File: config.mk
export PLATFORM = sky130hd
export DESIGN_NAME = keypad_entry
export DESIGN_NICKNAME = d
export VERILOG_FILES = /design/src/rtl/keypad_pkg.sv /design/src/rtl/keypad_entry_row_sync.sv /design/src/rtl/keypad_entry.sv
export SDC_FILE = /design/constraint.sdc
export NUM_CORES = 1
export LEC_CHECK = 0
export BUFFER_PORTS_ARGS = -buffer_cell sky130_fd_sc_hd__clkbuf_2
export CAP_MARGIN = 40
export CORE_MARGIN = 2
export CORE_UTILIZATION = 45
export DETAILED_ROUTE_END_ITERATION = 7
export PLACE_DENSITY = 0.7
export SYNTH_ARGS = -nofsm -noshare
export SYNTH_HDL_FRONTEND = slang
export SYNTH_SLANG_ARGS = --single-unit
File: constraint.sdc
create_clock -name clk -period 2.7 [get_ports clk]
set_clock_uncertainty 0.05 [all_clocks]
set_input_delay 0.27 -clock clk [delete_from_list [all_inputs] [get_ports clk]]
set_output_delay 0.27 -clock clk [all_outputs]
set_load 0.05 [all_outputs]
File: src/rtl/keypad_pkg.sv
// Shared types, command encodings and key classification for the keypad front end.
package keypad_pkg;

  typedef enum logic [1:0] {
    StScan,
    StDebounce,
    StIssue,
    StRelease
  } kp_state_t;

  localparam logic [1:0] CTRL_HOLD  = 2'b00;
  localparam logic [1:0] CTRL_SHIFT = 2'b01;
  localparam logic [1:0] CTRL_BKSP  = 2'b10;
  localparam logic [1:0] CTRL_CLR   = 2'b11;

  typedef enum logic [1:0] {
    KeyDigit,
    KeyBksp,
    KeyClr,
    KeyOp
  } key_class_t;

  typedef struct packed {
    key_class_t cls;
    logic [3:0] val;
  } key_info_t;

  // val carries the digit for digits and the operator index for operators.
  function automatic key_info_t classify_key(input logic [3:0] k);
    key_info_t r;
    if (k <= 4'd9) begin
      r.cls = KeyDigit;
      r.val = k;
    end else if (k == 4'd10) begin
      r.cls = KeyBksp;
      r.val = 4'd0;
    end else if (k == 4'd11) begin
      r.cls = KeyClr;
      r.val = 4'd0;
    end else begin
      r.cls = KeyOp;
      r.val = k - 4'd12;
    end
    return r;
  endfunction

  function automatic logic [1:0] ctrl_of(input key_class_t c);
    logic [1:0] r;
    unique case (c)
      KeyDigit: r = CTRL_SHIFT;
      KeyBksp:  r = CTRL_BKSP;
      KeyClr:   r = CTRL_CLR;
      default:  r = CTRL_HOLD;
    endcase
    return r;
  endfunction

endpackage

File: src/rtl/keypad_entry_row_sync.sv
// Two-flop synchronizer for the raw row sense lines; resets to all-ones (no key).
module row_sync #(
  parameter int unsigned WIDTH = 4
) (
  input  logic             clk,
  input  logic             srst,
  input  logic [WIDTH-1:0] d,
  output logic [WIDTH-1:0] q
);

  logic [WIDTH-1:0] meta;

  always_ff @(posedge clk or posedge srst) begin
    if (srst) begin
      meta <= '1;
      q    <= '1;
    end else begin
      meta <= d;
      q    <= meta;
    end
  end

endmodule

File: src/rtl/keypad_entry.sv
// Matrix keypad scanner/debouncer issuing one command per press to the digit array.
// Optional auto-repeat of held digit keys is enabled by defining KEYPAD_AUTOREPEAT_EN.
module keypad_entry
  import keypad_pkg::*;
#(
  parameter int unsigned ROWS            = 4,
  parameter int unsigned COLS            = 4,
  parameter int unsigned WIDTH           = 4,
  parameter int unsigned SCAN_CYCLES     = 4,
  parameter int unsigned DEBOUNCE_CYCLES = 16
`ifdef KEYPAD_AUTOREPEAT_EN
  ,
  parameter int unsigned REPEAT_CYCLES   = 1024
`endif
) (
  input  logic             clk,
  input  logic             srst,
  input  logic [ROWS-1:0]  row_n,
  output logic [COLS-1:0]  col_n,
  input  logic             rdy,
  output logic [1:0]       ctrl,
  output logic [WIDTH-1:0] shift_in,
  output logic             op_valid,
  output logic [1:0]       op_code,
  output logic             busy
);

  localparam int unsigned CW  = (COLS > 1) ? $clog2(COLS) : 1;
  localparam int unsigned RW  = (ROWS > 1) ? $clog2(ROWS) : 1;
  localparam int unsigned SCW = $clog2(SCAN_CYCLES);
  localparam int unsigned DCW = $clog2(DEBOUNCE_CYCLES + 1);

  kp_state_t         state_q;
  logic [CW-1:0]     col_q;
  logic [RW-1:0]     row_q;
  logic [ROWS-1:0]   pat_q;
  logic [SCW-1:0]    scan_cnt_q;
  logic [DCW-1:0]    deb_cnt_q;

  logic [ROWS-1:0]   rows_s;
  logic              any_low;
  logic [RW-1:0]     low_row;
  logic [CW-1:0]     next_col;
  logic [3:0]        key_idx;
  key_info_t         key;

`ifdef KEYPAD_AUTOREPEAT_EN
  localparam int unsigned RPW = (REPEAT_CYCLES > 1) ? $clog2(REPEAT_CYCLES) : 1;
  logic [RPW-1:0] rep_cnt_q;
`endif

  row_sync #(
    .WIDTH (ROWS)
  ) u_row_sync (
    .clk  (clk),
    .srst (srst),
    .d    (row_n),
    .q    (rows_s)
  );

  function automatic logic [COLS-1:0] drive_col(input logic [CW-1:0] c);
    logic [COLS-1:0] one;
    one    = '0;
    one[0] = 1'b1;
    return ~(one << c);
  endfunction

  assign any_low  = ~&rows_s;
  assign next_col = (col_q == CW'(COLS - 1)) ? '0 : col_q + CW'(1);
  assign key_idx  = 4'((32'(row_q) * COLS) + 32'(col_q));
  assign key      = classify_key(key_idx);

  // Descending scan so the lowest-index low row is the one that sticks.
  always_comb begin
    low_row = '0;
    for (int i = ROWS - 1; i >= 0; i--) begin
      if (!rows_s[i]) low_row = RW'(i);
    end
  end

  always_ff @(posedge clk or posedge srst) begin
    if (srst) begin
      state_q    <= StScan;
      col_q      <= '0;
      row_q      <= '0;
      pat_q      <= '1;
      scan_cnt_q <= '0;
      deb_cnt_q  <= '0;
      col_n      <= '1;
      ctrl       <= CTRL_HOLD;
      shift_in   <= '0;
      op_valid   <= 1'b0;
      op_code    <= '0;
      busy       <= 1'b0;
`ifdef KEYPAD_AUTOREPEAT_EN
      rep_cnt_q  <= '0;
`endif
    end else begin
      unique case (state_q)
        StScan: begin
          if (col_n == '1) begin
            // First cycle out of reset: start driving the current column.
            col_n      <= drive_col(col_q);
            scan_cnt_q <= '0;
          end else if (scan_cnt_q == SCW'(SCAN_CYCLES - 1)) begin
            scan_cnt_q <= '0;
            if (any_low) begin
              pat_q     <= rows_s;
              row_q     <= low_row;
              deb_cnt_q <= '0;
              state_q   <= StDebounce;
              busy      <= 1'b1;
            end else begin
              col_q <= next_col;
              col_n <= drive_col(next_col);
            end
          end else begin
            scan_cnt_q <= scan_cnt_q + SCW'(1);
          end
        end

        StDebounce: begin
          if (deb_cnt_q == DCW'(DEBOUNCE_CYCLES)) begin
            state_q <= StIssue;
            if (key.cls == KeyOp) begin
              op_valid <= 1'b1;
              op_code  <= key.val[1:0];
            end else begin
              ctrl     <= ctrl_of(key.cls);
              shift_in <= (key.cls == KeyDigit) ? WIDTH'(key.val) : '0;
            end
          end else if (rows_s != pat_q) begin
            state_q    <= StScan;
            busy       <= 1'b0;
            col_q      <= next_col;
            col_n      <= drive_col(next_col);
            scan_cnt_q <= '0;
          end else begin
            deb_cnt_q <= deb_cnt_q + DCW'(1);
          end
        end

        StIssue: begin
          if (op_valid) begin
            op_valid  <= 1'b0;
            state_q   <= StRelease;
            deb_cnt_q <= '0;
          end else if (rdy) begin
            ctrl      <= CTRL_HOLD;
            state_q   <= StRelease;
            deb_cnt_q <= '0;
`ifdef KEYPAD_AUTOREPEAT_EN
            rep_cnt_q <= '0;
`endif
          end
        end

        StRelease: begin
          if (any_low) begin
            deb_cnt_q <= '0;
`ifdef KEYPAD_AUTOREPEAT_EN
            if (rows_s == pat_q && key.cls == KeyDigit) begin
              if (rep_cnt_q == RPW'(REPEAT_CYCLES - 1)) begin
                // shift_in still holds this key's digit from the first issue.
                rep_cnt_q <= '0;
                ctrl      <= CTRL_SHIFT;
                state_q   <= StIssue;
              end else begin
                rep_cnt_q <= rep_cnt_q + RPW'(1);
              end
            end else begin
              rep_cnt_q <= '0;
            end
`endif
          end else if (deb_cnt_q == DCW'(DEBOUNCE_CYCLES - 1)) begin
            state_q    <= StScan;
            busy       <= 1'b0;
            col_q      <= next_col;
            col_n      <= drive_col(next_col);
            scan_cnt_q <= '0;
          end else begin
            deb_cnt_q <= deb_cnt_q + DCW'(1);
`ifdef KEYPAD_AUTOREPEAT_EN
            rep_cnt_q <= '0;
`endif
          end
        end

        default: state_q <= StScan;
      endcase
    end
  end

endmodule

* Yosys cells after proc, flatten, opt, wreduce, memory -nomap -nowiden
Index checks and enable logic that the tools add are counted.
** Word-level totals
- Bits in registers :: 39
** Operators by class
- Add/sub/neg operators :: 5
- Magnitude comparators :: 1
- Eq/ne operators :: 33
- Shift operators :: 2
- Multiplexer cells :: 66
- Bitwise operators :: 5
- Reductions and logical operators :: 16
** Operators with widths (number)
- $mux 2 :: 28
- $mux 5 :: 10
- $mux 4 :: 8
- $ne 2x2->1 const B :: 14
- $reduce_and 7->1 :: 3
- $pmux 5 s4 :: 1
- $pmux 2 s3 :: 3
- $reduce_and 8->1 :: 2
- $ne 3x3->1 const B :: 5
- $eq 2x2->1 const B :: 6
- $eq 4x4->1 const B :: 3
- $mux 6 :: 2
- $pmux 4 s3 :: 1
- $reduce_and 5->1 :: 2
- $mux 1 :: 9
- $reduce_and 3->1 :: 3
- $not 4->4 :: 2
- $pmux 2 s4 :: 1
- $reduce_and 4->1 :: 2
- $shl 1x2->4 const A :: 2
- $add 5x1->5 const B :: 1
- $eq 5x4->1 const B :: 1
- $eq 5x5->1 const B :: 1
- $add 2x1->2 const B :: 2
- other kinds (12) :: 16

* Logic depth before layout (Yosys ltp)
Gate-level depths: netlist (run 1).
- Word-level depth :: 10
- Gate-level depth with buffers :: 10

* Cells and area by module
From an unflattened synthesis (run 1), not the netlist that was laid out.
** Second synthesis, totals
- Cells, all modules :: 189
- Area, all modules :: 1973.1 µm²
** By module, submodules not included
- keypad_entry :: instances 1, cells an instance 180, area an instance 1759.2 µm², seq. area each 785.8 µm²
- row_sync :: instances 1, cells an instance 9, area an instance 214.0 µm², seq. area each 210.2 µm²

* Worst setup path before layout (run 1)
Ideal clock, no wire load.
- Kind :: register to register
- Start point :: reg deb_cnt_q[0]
- End point :: reg deb_cnt_q[4]
- Setup time :: 0.125 ns
- Arrival :: 1.969 ns
- Data required time :: 2.525 ns
- Slack :: 0.556 ns
- Stages on the path, launching flop included :: 9
- Path buffers :: 0
- Clock period less this slack :: 2.144 ns
- Path through :: dfrtp_1 -> ha_1 -> and3_1 -> ha_1 -> nand2_1 -> nor2_1 -> a211oi_1 -> o21a_2 -> mux2_2
** Between the ends
- Longest elaborated chain between the ends :: 4
- Elaborated cells between the ends (all ways) :: 11
** Ends and longest elaborated chain
- from (decl) :: line keypad_entry.sv:38 : logic [DCW-1:0] deb_cnt_q;
- from (signal assigned) :: line keypad_entry.sv:139 : deb_cnt_q <= deb_cnt_q + DCW'(1);
- from (signal assigned) :: line keypad_entry.sv:182 : deb_cnt_q <= deb_cnt_q + DCW'(1);
- $add 5x1->5 :: line keypad_entry.sv:139, keypad_entry.sv:182
- $mux 5, on equally long branches :: line keypad_entry.sv:175, keypad_entry.sv:132
- $mux 5, on equally long branches :: line keypad_entry.sv:159, keypad_entry.sv:123
- $pmux 5 s4 :: line keypad_entry.sv:99 : unique case (state_q)
Several ways; a longest one is shown, not always the timed one. The select of a mux whose other input is x is not followed.
A chain may end at the register's enable or synchronous reset.

* Final worst setup path (run 1)
- Start point :: reg col_q[0]
- End point :: reg shift_in[1]
** Between the ends
- Longest elaborated chain between the ends :: 8
- Elaborated cells between the ends (all ways) :: 13
** Ends and longest elaborated chain
- from (decl) :: line keypad_entry.sv:34 : logic [CW-1:0] col_q;
- from (signal assigned) :: line keypad_entry.sv:114 : col_q <= next_col;
- from (signal assigned) :: line keypad_entry.sv:135 : col_q <= next_col;
- from (signal assigned) :: line keypad_entry.sv:178 : col_q <= next_col;
- $add 4x2->4 (*) :: line keypad_entry.sv:70 : assign key_idx = 4'((32'(row_q) * COLS) + 32'(col_q));
- branches (longest 3 deep; another with $sub 4x4->4)
- $mux 6 (*) :: line keypad_pkg.sv:31 : if (k <= 4'd9) begin
- $eq 2x2->1 :: line keypad_entry.sv:125 : if (key.cls == KeyOp) begin
- $not 1->1 (no source line)
- $reduce_and 3->1 (no source line)
- to (signal assigned) :: line keypad_entry.sv:130 : shift_in <= (key.cls == KeyDigit) ? WIDTH'(key.val) : '0;
- to (decl) :: line keypad_entry.sv:22 : output logic [WIDTH-1:0] shift_in,
Every way passes the cells marked *.

==> metrics.csv, run 1 <==
metric,value,unit
CTS Root Buffer Type,clkbuf_8,
"flops & latches, synth",39,
layout cells sized above 1,29.63,%
r2r setup slk,0.50,ns
Fill cells,394,
Syn. warnings,0,
Pwr Density,1030,mW/mm^2
Synth Cell Area,0.001978,mm^2
vias per cell,5.269,
CTS Buf Count,5,
GRT Residual Overflow,0,
router iterations before antenna repair,4,
Die Area,0.004942,mm^2
Die H,70.30,um
Mapped Cells,184,
Slew @ Worst Pin,0.4732,ns
"Seq/Total Area, Yosys",50.35,%
clk sink count,39,
Die X,70.30,um
Layout area overhead,16.45,%
# rows,24,
endpoints failing setup,0,
Max Fanout on Critical Path,11,
reg-to-reg startpoint,col_q[0],
reg-to-reg endpoint,shift_in[1],
"commonest cells after routing, fill and taps aside","dfrtp_1 (23), nand2_1 (20), clkbuf_2 (20)",
clock latency on the worst-skew pair,0.29,ns
DR WL/cell,12.34,um
FF/Latch Area,996.0,um^2
setup TNS,0,ns
"most common cell after layout, fill and taps aside",dfrtp_1,
area of the multi-input gates,902.1,um^2
ratio of final minimum period to clock period,81.48,%
Core ar.,0.004294,mm^2
Crit. End Element,register,
overall routing resource usage,15.41,%
max_cap viols,0,
DP HPWL,2434,um
"top cells by area, synth","dfrtp_1 (29%), dfstp_2 (21%), ha_1 (7.6%)",
Post CTS Setup Buffer Count,0,
WHS,0.009055,ns
RSZ-0062 raised after global routing,false,
final cell count without fillers,268,
Hold Crit Class,input port to async pin,
first-pass GRT wire length,5968,um
status,"complete, no violations",
Worst slew margin,68.45,%
H-tree Lvls,2,
clk slew on worst S/H paths,0.08,ns
Leakage,1.050,nW
Post-Place Cells,256,
Synth Net Count,203,
Routed WL,3307,um
Reg2Reg Depth,9,
DRC violations left,0,
Routed Antenna Nets,0,
Netlist cell types,40,
Port Buf Inserts,20,
Period minus WS final,2.200,ns
fmax,454.6,MHz
critical path class,register to register,
WP data arrival,2.33,ns
RePlAce Congestion,0.8091,
via count,1412,
nets@finish,234,
average size of a mapped cell,10.75,um^2
CTS tree,built,
"Slew Viols, Final",0,
Iter 0 DRT Violations,100,
Critical Path RT,2.83,ns
Peak VDD IR,0.5387,mV
Final Hold Vio Count,0,
critical path launch point type,register,
diodes inserted,0,
I/O pin total,21,
Starting Density,46.07,%
largest net degree at the start of global routing,40,
Synth area leader,dfrtp_1,
vias in the first global route,1359,
clk buf depth,2,
initial antenna violation count,0,
Yosys top cell area share,29.10,%
## power by group
group	leakage, nW	total, W	internal, W	switching, W
registers	0.465	0.000919	0.000772	0.000146
logic	0.523	0.000958	0.000415	0.000543
clock network	0.0612	0.000496	0.000299	0.000197
total	1.05	0.00237	0.00149	0.000887
## per-layer routing
layer	global-route usage, %	routed length, um
met1	20.78	1634
met2	22.54	1484
met3	5.195	119
met4	6.624	69
met5	0	0
## worst max-delay path by stage
stage	startpoint	end	slack [ns]
floorplan	deb_cnt_q[0]	deb_cnt_q[4]	0.56
global placement	deb_cnt_q[0]	deb_cnt_q[4]	0.50
detailed placement	col_q[0]	shift_in[0]	0.50
CTS	col_q[0]	shift_in[0]	0.48
global route	col_q[1]	shift_in[0]	0.25
finish	col_q[0]	shift_in[1]	0.50
## area by class of cell
type	instances	area share [%]
Inverter	16	2.607
Clock inverter	2	1.521
Sequential cell	39	43.24
Tap cell	52	2.825
Multi-Input combinational cell	126	39.16
Clock buffer	6	3.585
Timing Repair Buffer	27	7.061
## state kept, by name, indices dropped and copies added (netlist names), named ones only
register / cells
u_row_sync.meta: 4
u_row_sync.q: 4
col_q: 2
row_q: 2
state_q: 1
pat_q: 4
col_n: 4
busy: 1
ctrl: 2
shift_in: 4
deb_cnt_q: 5
op_code: 2
op_valid: 1
scan_cnt_q: 2
## synthesized netlist by cell type, drive strengths merged
| master | number |
|---|---|
| dfrtp | 23 |
| nand2 | 20 |
| dfstp | 16 |
| inv | 16 |
| o21ai | 15 |
| nor2 | 14 |
| ha | 12 |
| mux2 | 10 |
| nand3 | 7 |
| nand4 | 6 |
| a21oi | 5 |
| mux2i | 5 |
| nand2b | 4 |
| xnor2 | 4 |
| a22o | 3 |
| nor2b | 3 |
| buf | 2 |
| o211ai | 2 |
| a211oi | 1 |
| a31oi | 1 |
| a32o | 1 |
| a41oi | 1 |
| and2 | 1 |
| and3 | 1 |
| clkbuf | 1 |
| nand3b | 1 |
| nor3 | 1 |
| nor4 | 1 |
| o2111ai | 1 |
| o21a | 1 |
| o221ai | 1 |
| o311ai | 1 |
| o31ai | 1 |
| or4 | 1 |
| or4b | 1 |
## per-stage QoR
step | power, W | cell area (um^2) | worst slack, ns | util (%)
floorplan | 0.001684 | 1978 | 0.5560 | -
global placement | 0.001866 | 2146 | 0.5030 | 49.97
detailed placement | 0.001887 | 2146 | 0.4979 | 49.97
CTS | 0.002402 | 2303 | 0.4838 | 53.64
global route | 0.002571 | 2303 | 0.2473 | 53.64
finish | 0.002373 | 2303 | 0.5000 | 53.64
## worst max-delay path, stage by stage, from the launching register on
cell and delay [ns]:
dfrtp_1 0.49, inv_1 0.13, ha_1 0.23, nor2_1 0.18
a21oi_1 0.09, nor2_1 0.16, ha_1 0.19, nand2b_1 0.30
nor2_1 0.11, a22o_1 0.18
## kinds of logic after synthesis
group	Yosys count	synth area share [%]
simple gates	61	16.07
flops	39	50.35
compound gates	34	11.20
buf+inv	19	4.048
mux	15	8.982
fa+ha+maj	12	7.590
xor+xnor	4	1.771
## repair_timing
| action | in CTS | in global routing |
|---|---|---|
| resized for setup | 0 | 0 |
| hold buffers | 4 | 0 |
| hold endpoints to repair | 4 | 0 |
(Power assumes the default switching activity.)
==> run 2, diff against run 1 <==
ABC_AREA = 1   (was default)
PLACE_DENSITY = 0.69   (was 0.7)
clock period = 2.1 ns   (was 2.7 ns; I/O delays follow)
==> run 2 against run 1 <==
Effect of this change: final cell count is 44% higher; critical path depth is 3 higher; largest power group unchanged; global-route usage rose by 2.3 points; critical endpoint is now ctrl[0].
==> metrics.csv, run 2 <==
metric,value,unit
status,"complete, no violations",
"count leader, synth",nand2_1,
area of the multi-input gates,0.001120,mm^2
Async SR Flop Fraction,100.0,%
clk buf depth,2,
Pwr Density,1279,mW/mm^2
Die H,75.24,um
Die Area,0.005660,mm^2
DR WL/cell,11.58,um
Hold Crit Class,register to register,
Mapped Cells,277,
final worst slack,0.1522,ns
Leakage,1.351,nW
Final Hold Vio Count,0,
Max Fanout on Critical Path,4,
first-pass GRT wire length,7562,um
I/O pin total,21,
Synth Cell Area,0.002283,mm^2
pre-CTS WS,-0.02449,ns
initial antenna violation count,0,
vias in the first global route,1692,
endpoints failing setup,0,
DRC violations left,0,
Netlist cell types,36,
ratio of final minimum period to clock period,92.75,%
clk slew on worst S/H paths,0.08,ns
Iter 0 DRT Violations,91,
Fill cells,462,
Post-synth top cells,"nand2_1 (87), inv_1 (36), dfrtp_1 (23), nand3_1 (17)",
Top reg by flops,deb_cnt_q,
Routed WL,4482,um
"flops & latches, synth",39,
# rows,25,
clk sink count,39,
CTS tree,built,
Period minus WS final,1.948,ns
Synth area leader,dfrtp_1,
CP Cell Sequence,inv_2 -> ha_1 -> o21ai_1 -> nand2_1 -> a21oi_2 -> ha_1 -> inv_1 -> nand2_1 -> nand2_1 -> nand3_1 -> nand2_1 -> o31ai_2,
CTS Buf Count,5,
diodes inserted,0,
H-tree Lvls,2,
"most common cell after layout, fill and taps aside",nand2_1,
Worst path most repeated cell,nand2_1,
Crit. End Element,register,
FF/Latch Area,996.0,um^2
Synth Net Count,296,
"Seq/Total Area, Yosys",43.62,%
DP Area,0.002512,mm^2
Starting Density,47.40,%
vias per cell,4.767,
Routed Antenna Nets,0,
CTS Root Buffer Type,clkbuf_8,
Peak VDD IR,0.9086,mV
router iterations before antenna repair,4,
Layout area overhead,19.23,%
RePlAce Congestion,0.8206,
design area,0.002723,mm^2
layout cells sized above 1,27.50,%
Port Buf Inserts,20,
Post-Place Cells,371,
Syn. warnings,0,
overall routing resource usage,17.69,%
commonest register cell after synthesis,dfrtp_1,
critical path launch point type,register,
Slew @ Worst Pin,0.5688,ns
nets@finish,338,
"Slew Viols, Final",0,
Core ar.,0.004817,mm^2
average size of a mapped cell,8.243,um^2
clock latency on the worst-skew pair,0.29,ns
Die X,75.24,um
max_cap viols,0,
CP bufs+invs,2,
CP max stage delay,0.42,ns
number of flip-flops under the largest register name,5,
WP data arrival,2.10,ns
critical path class,register to register,
Crit-path slowest cell,dfrtp_1,
DP HPWL,3253,um
GRT Residual Overflow,0,
number of flops mapped to enable cells by yosys,0,
via count,1845,
fmax,513.4,MHz
largest net degree at the start of global routing,40,
"Largest delay share family, worst path",simple AND/OR/NAND/NOR gates,
Yosys top cell area share,25.21,%
setup TNS,0,ns
Worst slew margin,62.08,%
"top cells by area, synth","dfrtp_1 (25%), dfstp_2 (18%), nand2_1 (14%)",
Critical Path RT,2.25,ns
"commonest cells after routing, fill and taps aside","nand2_1 (87), inv_1 (35), dfrtp_1 (23)",
final cell count without fillers,387,
==> run 2: cell types whose count changed after synthesis, moves of 4 or more <==
| cell | before | now |
|---|---|---|
| inv_1 | 16 | 36 |
| o21ai_1 | 0 | 4 |
| mux2_4 | 4 | 0 |
| nor2_4 | 1 | 6 |
| mux2_2 | 6 | 0 |
| nand2_2 | 0 | 5 |
| nand2_1 | 20 | 87 |
| nand3_1 | 7 | 17 |
| mux2i_1 | 5 | 0 |
==> run 2: metal layers <==
layer	track usage, %	wire length (um)
met1	25.19	2209
met2	27.10	2083
met3	4.150	140
met4	5.068	48
met5	0	0
==> run 2: power breakdown <==
group	switching, W	leakage, nW	internal, W	total, W
clock network	0.000276	0.0618	0.000391	0.000667
logic	0.00108	0.814	0.000581	0.00166
registers	0.000155	0.476	0.00100	0.00116
total	0.00151	1.35	0.00197	0.00348
==> run 2: worst paths after layout <==
path	from	endpoint	slack, ns	cells after the start
max	col_q[0]	ctrl[0]	0.15	12
min	u_row_sync.meta[2]	u_row_sync.q[2]	0.31	0
max reg2reg	col_q[0]	ctrl[0]	0.15	12
min reg2reg	u_row_sync.meta[2]	u_row_sync.q[2]	0.31	0
max in group asynchronous	srst	pat_q[2]	1.14	4
min in group asynchronous	srst	ctrl[1]	0.50	4
==> run 2: area by class of cell <==
class / instances / share of cell area, %
Inverter: 41 / 5.928
Tap cell: 67 / 3.079
Sequential cell: 39 / 36.58
Timing Repair Buffer: 37 / 8.824
Multi-Input combinational cell: 195 / 41.13
Clock inverter: 2 / 1.425
Clock buffer: 6 / 3.033
==> run 2: logic make-up after synthesis <==
kind of cell,Yosys count,synth area share [%]
xor+xnor,2,0.7673
simple gates,150,32.44
compound gates,31,8.548
buf+inv,43,8.055
fa+ha+maj,12,6.575
flops,39,43.62
==> run 2: repair_timing <==
action / CTS / global route
pin swaps: 0 / 1
resized for setup: 1 / 6
buffers inserted: 2 / 1
setup endpoints to repair: 2 / 8
hold buffers: 5 / 0
endpoints found under the hold margin: 27 / 0
==> run 2: stage by stage <==
stage               hold slack (ns)  total power [W]  util (%)
finish                       0.3081         0.003481     56.52
global route                 0.3114         0.003774     56.52
CTS                          0.3091         0.003473     56.08
detailed placement           0.2497         0.002754     52.16
global placement             0.2474         0.002729     52.16
floorplan                    0.1645         0.002398         -
==> run 2: worst register-to-register path, cell delays in order, from the launching register on <==
cell	delay, ns
dfrtp_1	0.42
inv_2	0.08
ha_1	0.22
o21ai_1	0.14
nand2_1	0.12
a21oi_2	0.15
ha_1	0.19
inv_1	0.08
nand2_1	0.07
nand2_1	0.04
nand3_1	0.14
nand2_1	0.10
o31ai_2	0.07
